===== src/rtl/rs485_pkg.sv =====
// Shared types and constants for the RS485 address responder.
// Contents:
//   rx_state_t / tx_state_t : receive and transmit FSM state encodings
//   BROADCAST_ADDR          : address that every slave acknowledges but none answers
//   FRAME_STOP / IDLE_LVL   : line levels for the stop bit and for an idle line
//   even_parity()           : parity bit that makes the total count of ones even
package rs485_pkg;

    typedef enum logic [2:0] {
        RX_IDLE,
        RX_START,
        RX_DATA,
        RX_PARITY,
        RX_STOP,
        RX_WAIT_IDLE
    } rx_state_t;

    typedef enum logic [2:0] {
        TX_IDLE,
        TX_GUARD,
        TX_START,
        TX_DATA,
        TX_PARITY,
        TX_STOP,
        TX_DONE
    } tx_state_t;

    localparam logic [7:0] BROADCAST_ADDR = 8'hFF;
    localparam logic       FRAME_STOP     = 1'b1;
    localparam logic       IDLE_LVL       = 1'b1;

    function automatic logic even_parity(input logic [7:0] b);
        return ^b;
    endfunction

endpackage


===== src/rtl/rs485_uart_rx.sv =====
// UART deframer for the RS485 receive line: 2-flop synchroniser plus RX FSM.
// Optional feature macro: RS485_PARITY_EN (even parity bit after the data bits).
// Ports:
//   clk      in   rising-edge clock
//   rst      in   synchronous active-high reset
//   rx       in   raw receive line, idle high
//   rx_hold  in   forces the FSM to IDLE (used while the slave is transmitting)
//   rx_byte  out  last received byte, valid while rx_valid is high
//   rx_valid out  1-clk pulse: good frame received
//   rx_err   out  1-clk pulse: bad stop bit or parity mismatch
module rs485_uart_rx
    import rs485_pkg::*;
#(
    parameter int CLKS_PER_BIT = 1
) (
    input  logic       clk,
    input  logic       rst,
    input  logic       rx,
    input  logic       rx_hold,
    output logic [7:0] rx_byte,
    output logic       rx_valid,
    output logic       rx_err
);

    localparam int             CW       = $clog2(CLKS_PER_BIT + 1);
    localparam logic [CW-1:0]  HALF_CNT = CW'(CLKS_PER_BIT / 2);
    localparam logic [CW-1:0]  LAST_CNT = CW'(CLKS_PER_BIT - 1);

    logic            sync1_reg, sync2_reg;
    rx_state_t       state_reg, state_next;
    logic [CW-1:0]   cnt_reg, cnt_next;
    logic [2:0]      bit_reg, bit_next;
    logic [7:0]      shift_reg, shift_next;
    logic            valid_reg, valid_next;
    logic            err_reg, err_next;
`ifdef RS485_PARITY_EN
    logic            par_bad_reg, par_bad_next;
`endif

    logic rx_s;
    logic start_edge;

    assign rx_s = sync2_reg;
    // The falling edge is spotted as it enters the last synchroniser flop, so
    // the START state lines up with the first cycle of the synced start bit.
    // This is what lets CLKS_PER_BIT=1 sample the start bit on the next clk.
    assign start_edge = (sync2_reg == IDLE_LVL) && (sync1_reg != IDLE_LVL);

    always_ff @(posedge clk) begin
        if (rst) begin
            sync1_reg   <= 1'b1;
            sync2_reg   <= 1'b1;
            state_reg   <= RX_IDLE;
            cnt_reg     <= '0;
            bit_reg     <= '0;
            shift_reg   <= '0;
            valid_reg   <= 1'b0;
            err_reg     <= 1'b0;
`ifdef RS485_PARITY_EN
            par_bad_reg <= 1'b0;
`endif
        end else begin
            sync1_reg   <= rx;
            sync2_reg   <= sync1_reg;
            state_reg   <= state_next;
            cnt_reg     <= cnt_next;
            bit_reg     <= bit_next;
            shift_reg   <= shift_next;
            valid_reg   <= valid_next;
            err_reg     <= err_next;
`ifdef RS485_PARITY_EN
            par_bad_reg <= par_bad_next;
`endif
        end
    end

    always_comb begin
        state_next   = state_reg;
        cnt_next     = cnt_reg;
        bit_next     = bit_reg;
        shift_next   = shift_reg;
        valid_next   = 1'b0;
        err_next     = 1'b0;
`ifdef RS485_PARITY_EN
        par_bad_next = par_bad_reg;
`endif
        case (state_reg)
            RX_IDLE: begin
                if (start_edge) begin
                    state_next = RX_START;
                    cnt_next   = '0;
                end
            end
            RX_START: begin
                if (cnt_reg == HALF_CNT) begin
                    cnt_next = '0;
                    bit_next = '0;
                    // Line back high at mid-start: glitch, not a frame.
                    state_next = (rx_s == IDLE_LVL) ? RX_IDLE : RX_DATA;
                end else begin
                    cnt_next = cnt_reg + 1'b1;
                end
            end
            RX_DATA: begin
                if (cnt_reg == LAST_CNT) begin
                    cnt_next   = '0;
                    shift_next = {rx_s, shift_reg[7:1]};
                    bit_next   = bit_reg + 1'b1;
                    if (bit_reg == 3'd7) begin
`ifdef RS485_PARITY_EN
                        state_next = RX_PARITY;
`else
                        state_next = RX_STOP;
`endif
                    end
                end else begin
                    cnt_next = cnt_reg + 1'b1;
                end
            end
`ifdef RS485_PARITY_EN
            RX_PARITY: begin
                if (cnt_reg == LAST_CNT) begin
                    cnt_next     = '0;
                    par_bad_next = rx_s ^ even_parity(shift_reg);
                    state_next   = RX_STOP;
                end else begin
                    cnt_next = cnt_reg + 1'b1;
                end
            end
`endif
            RX_STOP: begin
                if (cnt_reg == LAST_CNT) begin
                    cnt_next = '0;
                    if (rx_s != FRAME_STOP) begin
                        err_next   = 1'b1;
                        state_next = RX_WAIT_IDLE;
`ifdef RS485_PARITY_EN
                    end else if (par_bad_reg) begin
                        err_next   = 1'b1;
                        state_next = RX_IDLE;
`endif
                    end else begin
                        valid_next = 1'b1;
                        state_next = RX_IDLE;
                    end
                end else begin
                    cnt_next = cnt_reg + 1'b1;
                end
            end
            RX_WAIT_IDLE: begin
                if (rx_s == IDLE_LVL) begin
                    state_next = RX_IDLE;
                end
            end
            default: state_next = RX_IDLE;
        endcase

        if (rx_hold) begin
            state_next = RX_IDLE;
            valid_next = 1'b0;
            err_next   = 1'b0;
        end
    end

    assign rx_byte  = shift_reg;
    assign rx_valid = valid_reg;
    assign rx_err   = err_reg;

endmodule


===== src/rtl/rs485_addr_responder.sv =====
// RS485 slave address responder: deframes bytes from rx, compares each with
// the slave address and answers a match half-duplex with a DATA_BYTES payload
// (most significant byte first, each byte LSB first).
// Optional feature macro: RS485_PARITY_EN (even parity on rx and tx frames).
// Ports:
//   clk          in   rising-edge clock
//   rst          in   synchronous active-high reset
//   rx           in   RS485 receive line, idle high
//   sa           in   slave address
//   data         in   reply payload, captured on an address match
//   tx_en        out  transceiver driver enable
//   tx           out  serial transmit line, idle high
//   tx_complete  out  1-clk pulse after the final stop bit
//   seq_detected out  1-clk pulse on address (or broadcast) match
//   frame_err    out  1-clk pulse on bad stop bit or parity error
module rs485_addr_responder
    import rs485_pkg::*;
#(
    parameter int CLKS_PER_BIT = 1,
    parameter int DATA_BYTES   = 2,
    parameter int GUARD_BITS   = 1
) (
    input  logic                    clk,
    input  logic                    rst,
    input  logic                    rx,
    input  logic [7:0]              sa,
    input  logic [8*DATA_BYTES-1:0] data,
    output logic                    tx_en,
    output logic                    tx,
    output logic                    tx_complete,
    output logic                    seq_detected,
    output logic                    frame_err
);

    localparam int             CW         = $clog2(CLKS_PER_BIT + 1);
    localparam logic [CW-1:0]  LAST_CNT   = CW'(CLKS_PER_BIT - 1);
    localparam int             BW         = (DATA_BYTES > 1) ? $clog2(DATA_BYTES) : 1;
    localparam logic [BW-1:0]  LAST_BYTE  = BW'(DATA_BYTES - 1);
    localparam logic [2:0]     LAST_GUARD = 3'(GUARD_BITS - 1);

    logic [7:0] rx_byte;
    logic       rx_valid;
    logic       rx_err;
    logic       rx_hold;
    logic       reply_req;

    tx_state_t                 tx_state_reg, tx_state_next;
    logic [CW-1:0]             cnt_reg, cnt_next;
    logic [2:0]                bit_reg, bit_next;
    logic [BW-1:0]             byte_reg, byte_next;
    logic [2:0]                guard_reg, guard_next;
    logic [8*DATA_BYTES-1:0]   shadow_reg;
    logic [7:0]                byte_arr [DATA_BYTES];
    logic [7:0]                cur_byte;

    // Receiver is deaf from the first guard bit through DONE.
    assign rx_hold = (tx_state_reg != TX_IDLE);

    rs485_uart_rx #(
        .CLKS_PER_BIT(CLKS_PER_BIT)
    ) u_rx (
        .clk     (clk),
        .rst     (rst),
        .rx      (rx),
        .rx_hold (rx_hold),
        .rx_byte (rx_byte),
        .rx_valid(rx_valid),
        .rx_err  (rx_err)
    );

    assign seq_detected = rx_valid && ((rx_byte == sa) || (rx_byte == BROADCAST_ADDR));
    assign reply_req    = seq_detected && (rx_byte != BROADCAST_ADDR);
    assign frame_err    = rx_err;

    // Payload is frozen at the match so a changing data bus cannot corrupt a reply.
    always_ff @(posedge clk) begin
        if (rst) begin
            shadow_reg <= '0;
        end else if (seq_detected && (tx_state_reg == TX_IDLE)) begin
            shadow_reg <= data;
        end
    end

    // byte_arr[0] is the most significant payload byte, i.e. the first one sent.
    generate
        for (genvar gi = 0; gi < DATA_BYTES; gi++) begin : g_bytes
            assign byte_arr[gi] = shadow_reg[8*(DATA_BYTES-1-gi) +: 8];
        end
    endgenerate

    assign cur_byte = byte_arr[byte_reg];

    always_ff @(posedge clk) begin
        if (rst) begin
            tx_state_reg <= TX_IDLE;
            cnt_reg      <= '0;
            bit_reg      <= '0;
            byte_reg     <= '0;
            guard_reg    <= '0;
        end else begin
            tx_state_reg <= tx_state_next;
            cnt_reg      <= cnt_next;
            bit_reg      <= bit_next;
            byte_reg     <= byte_next;
            guard_reg    <= guard_next;
        end
    end

    always_comb begin
        tx_state_next = tx_state_reg;
        cnt_next      = cnt_reg;
        bit_next      = bit_reg;
        byte_next     = byte_reg;
        guard_next    = guard_reg;
        case (tx_state_reg)
            TX_IDLE: begin
                if (reply_req) begin
                    cnt_next      = '0;
                    bit_next      = '0;
                    byte_next     = '0;
                    guard_next    = '0;
                    tx_state_next = (GUARD_BITS > 0) ? TX_GUARD : TX_START;
                end
            end
            TX_GUARD: begin
                if (cnt_reg == LAST_CNT) begin
                    cnt_next = '0;
                    if (guard_reg == LAST_GUARD) begin
                        tx_state_next = TX_START;
                    end else begin
                        guard_next = guard_reg + 1'b1;
                    end
                end else begin
                    cnt_next = cnt_reg + 1'b1;
                end
            end
            TX_START: begin
                if (cnt_reg == LAST_CNT) begin
                    cnt_next      = '0;
                    bit_next      = '0;
                    tx_state_next = TX_DATA;
                end else begin
                    cnt_next = cnt_reg + 1'b1;
                end
            end
            TX_DATA: begin
                if (cnt_reg == LAST_CNT) begin
                    cnt_next = '0;
                    bit_next = bit_reg + 1'b1;
                    if (bit_reg == 3'd7) begin
`ifdef RS485_PARITY_EN
                        tx_state_next = TX_PARITY;
`else
                        tx_state_next = TX_STOP;
`endif
                    end
                end else begin
                    cnt_next = cnt_reg + 1'b1;
                end
            end
`ifdef RS485_PARITY_EN
            TX_PARITY: begin
                if (cnt_reg == LAST_CNT) begin
                    cnt_next      = '0;
                    tx_state_next = TX_STOP;
                end else begin
                    cnt_next = cnt_reg + 1'b1;
                end
            end
`endif
            TX_STOP: begin
                if (cnt_reg == LAST_CNT) begin
                    cnt_next = '0;
                    if (byte_reg == LAST_BYTE) begin
                        tx_state_next = TX_DONE;
                    end else begin
                        byte_next     = byte_reg + 1'b1;
                        tx_state_next = TX_START;
                    end
                end else begin
                    cnt_next = cnt_reg + 1'b1;
                end
            end
            TX_DONE: tx_state_next = TX_IDLE;
            default: tx_state_next = TX_IDLE;
        endcase
    end

    always_comb begin
        tx = IDLE_LVL;
        case (tx_state_reg)
            TX_START:  tx = 1'b0;
            TX_DATA:   tx = cur_byte[bit_reg];
`ifdef RS485_PARITY_EN
            TX_PARITY: tx = even_parity(cur_byte);
`endif
            default:   tx = IDLE_LVL;
        endcase
    end

    assign tx_en       = (tx_state_reg != TX_IDLE) && (tx_state_reg != TX_DONE);
    assign tx_complete = (tx_state_reg == TX_DONE);

endmodule


===== config.mk =====
export PLATFORM = sky130hd
export DESIGN_NAME = rs485_addr_responder
export DESIGN_NICKNAME = d
export VERILOG_FILES = /design/src/rtl/rs485_pkg.sv /design/src/rtl/rs485_uart_rx.sv /design/src/rtl/rs485_addr_responder.sv
export SDC_FILE = /design/constraint.sdc
export NUM_CORES = 1
export LEC_CHECK = 0
export ABC_AREA = 1
export ABC_CLOCK_PERIOD_IN_PS = 2400
export BUFFER_PORTS_ARGS = -buffer_cell sky130_fd_sc_hd__buf_2
export CAP_MARGIN = 15
export CORE_AREA = 2 2 100 73
export CTS_CLUSTER_SIZE = 20
export DETAILED_ROUTE_END_ITERATION = 8
export DIE_AREA = 0 0 102 75
export PLACE_DENSITY = 0.54
export SYNTH_ARGS = -nofsm -noshare
export SYNTH_HDL_FRONTEND = slang
export SYNTH_SLANG_ARGS = --single-unit

===== constraint.sdc =====
create_clock -name clk -period 2.4 [get_ports clk]
set_clock_uncertainty 0.05 [all_clocks]
set_input_delay 0.6 -clock clk [delete_from_list [all_inputs] [get_ports clk]]
set_output_delay 0.6 -clock clk [all_outputs]
set_load 0.005 [all_outputs]

==> metrics.yaml <==
crit_buf_inv: 2
worstPathArrival_ps: 1610
dp_hpwl_mm: 3.614
syn_area_um2: 2276
rsz0062_at_grt: "no"
critPathTopFamily: "compound AO/OA/AOI/OAI gates"
synth_nets: 390
timing.setup.tns_ps: 0
cellPowerDensity_nw_per_um2: 648.2
fmaxAchievable_ghz: 0.4416
vias_per_cell: 4.327
drt_iter0_markers: 139
path_cells: "buf_4, a21oi_1, o21ai_0, nand3_1, nand2_1, o21ai_1, nand2_1, nand3_1, buf_2"
met2_length_mm: 1.979
maxCapViolations: 0
first_global_vias: 1765
gp_congestion: 0.8055
timing.rr.end: "tx_state_reg[2]"
finalCriticalPeriod_ps: 2264
place_ws_ps: 267.8
hp-start: "u_rx.sync1_reg"
grt_max_degree: 33
clock_sinks: 44
diodes: 0
grt.total_usage_pct: 13.53
worstPathMaxFanout: 11
core-area_um2: 6631
r2r_cells: 5
critPathRequiredTime_ps: 1750
r2r_start: "tx_state_reg[0]"
totalWireLength_mm: 4.893
min_path_cells: 1
worstSetupPathType: "reg -> out"
p_leak_uw: 0.001258
cts_tree: "built"
fin_crit_sh_pct: 94.35
max_stage_delay_ps: 360
cts_buffer_depth: 2
yosys_warnings: 0
max-slew-margin-rel_pct: 58.02
num_io_pins: 32
slowest_stage: "dfxtp_4"
clk_pin_slew_worst_paths_ps: 80
min_to: "u_rx.rx_s"
dr_wl_met3_um: 142
syn_avg_cell_area_um2: 6.375
status: "completed"
layout_commonest_cell: "nand2_1"
antenna_found_initial: 0
layout_common_cells: "97 x nand2_1, 56 x nor2_1, 49 x inv_1, 42 x dfxtp_1, 31 x buf_2"
ant_nets: 0
numCtsBuffers: 5
root_buffer: "clkbuf_8"
num_rows: 25
grt_pass1_wl_mm: 8.038
globalRouteOverflowTotal: 0
route.detailed.drc: 0
fin_ws_ps: 135.6
initial_core_util_pct: 34.32
start_kind: "flip-flop"
drt-met1-wl_mm: 2.703
routedWlPerCell_um: 10.13
layout-drive-gt1-share_pct: 14.14
fp.dieW_um: 102
h-tree-depth: 2
vias: 2090
min_path_type: "reg -> reg"
hold_violations: 0
vdd_drop_max_mv: 0.2298
nets: 421
maxSlewViolCount: 0
worstSkewPairLatency_ps: 290
fill_cells: 726
ys_seq_elements: 44
dieArea_um2: 7650
setup_viol: 0
cts_hold_buf: 0
port_buffers: 31
top_layer_used: "met4"
reg2reg_setup_slack_ps: 690
die_h_um: 75
largest_register_ffs: 16
critPathCaptureType: "primary output"
tightest_slew_ps: 624.9
ys_seq_area_share_pct: 38.70
areaGrowthSynthToFinish_pct: 15.12
syn-instance-count: 357
drtPass1Iterations: 4
synth.distinct_cells: 23
==> cells in the mapped netlist <==
master	count	area share, %
a31oi_1	1	0.28
a211oi_1	2	0.66
dfxtp_1	44	39
o21ai_2	1	0.38
inv_2	4	0.66
nand3_2	1	0.44
xor2_1	1	0.38
xnor2_1	1	0.38
or2_2	2	0.55
nand3_1	17	3.7
buf_6	2	0.99
buf_2	6	1.3
o211ai_1	2	0.66
and2_1	1	0.28
nand4_1	3	0.82
nor3_1	5	1.1
clkbuf_1	4	0.66
nor2_1	56	9.2
a21oi_1	29	6.4
o21ai_0	22	4.8
inv_1	50	8.2
ha_1	6	3.3
nand2_1	97	16
==> final cells by class <==
class / instances / area, um^2 / share of cell area (%)
sequential: 44 / 885.9 / 33.81
inverter: 54 / 206.4 / 7.880
timing repair buffer: 36 / 192.7 / 7.354
clock buffer: 6 / 82.58 / 3.152
tap: 94 / 117.6 / 4.489
multi-input combinational: 247 / 1125 / 42.93
clock inverter: 2 / 10.01 / 0.3820
==> per-layer routing <==
metal,vias up,GRT usage [%]
li1,1170,-
met1,886,20.08
met2,28,19.01
met3,6,3.343
met4,0,4.741
met5,-,0
==> logic make-up (layout without fill, tap and decap cells) <==
| kind of cell | after synthesis | in the layout | synth area share, % |
|---|---|---|---|
| flip-flops | 44 | 44 | 38.70 |
| AO/OA/AOI/OAI | 57 | 57 | 13.19 |
| adder cells (fa/ha/maj) | 6 | 6 | 3.298 |
| AND/OR/NAND/NOR | 182 | 182 | 32.16 |
| buffers and inverters | 66 | 98 | 11.87 |
| XOR/XNOR | 2 | 2 | 0.7698 |
==> worst reg2reg max path, cell delays in order, from the launching register on <==
cell and delay, ps:
dfxtp_1 470, inv_1 110, nor3_1 540, a21oi_1 230, o211ai_1 150, nor2_1 50
==> worst max-delay path by stage <==
stage | startpoint | endpoint | slack (ps) | cells past startpoint
finish | byte_reg | tx | 140 | 9
global route | byte_reg | tx | 3 | 9
CTS | bit_reg[0] | tx | 60 | 9
detailed placement | byte_reg | tx | 270 | 9
global placement | sa[7] | seq_detected | 280 | 9
floorplan | sa[7] | seq_detected | 580 | 7
==> what timing repair did <==
action                                 in CTS  in global routing
setup endpoints to repair                   1                  1
gates resized for setup                     1                  4
setup buffers                               0                  1
endpoints found under the hold margin       0                  0
==> per-stage QoR <==
stage / hold WS (ps) / util (%) / std cells / power (uW) / instance area [um^2]
after global routing: 435.4 / 39.51 / 483 / 1823 / 2620
after global placement: 388.7 / 37.87 / 474 / 1237 / 2511
after CTS: 418.6 / 39.28 / 482 / 1728 / 2605
final: 407.7 / 39.51 / 483 / 1698 / 2620
after detailed placement: 398.3 / 37.87 / 474 / 1237 / 2511
after floorplan: 367.7 / - / 357 / 1138 / 2276
==> power breakdown <==
group          total (uW)  switching, uW  internal, uW
Sequential            857           58.1           798
Combinational         363            233           131
Clock                 478            248           230
Total                1700            539          1160
Power figures use the tool's default switching activity.
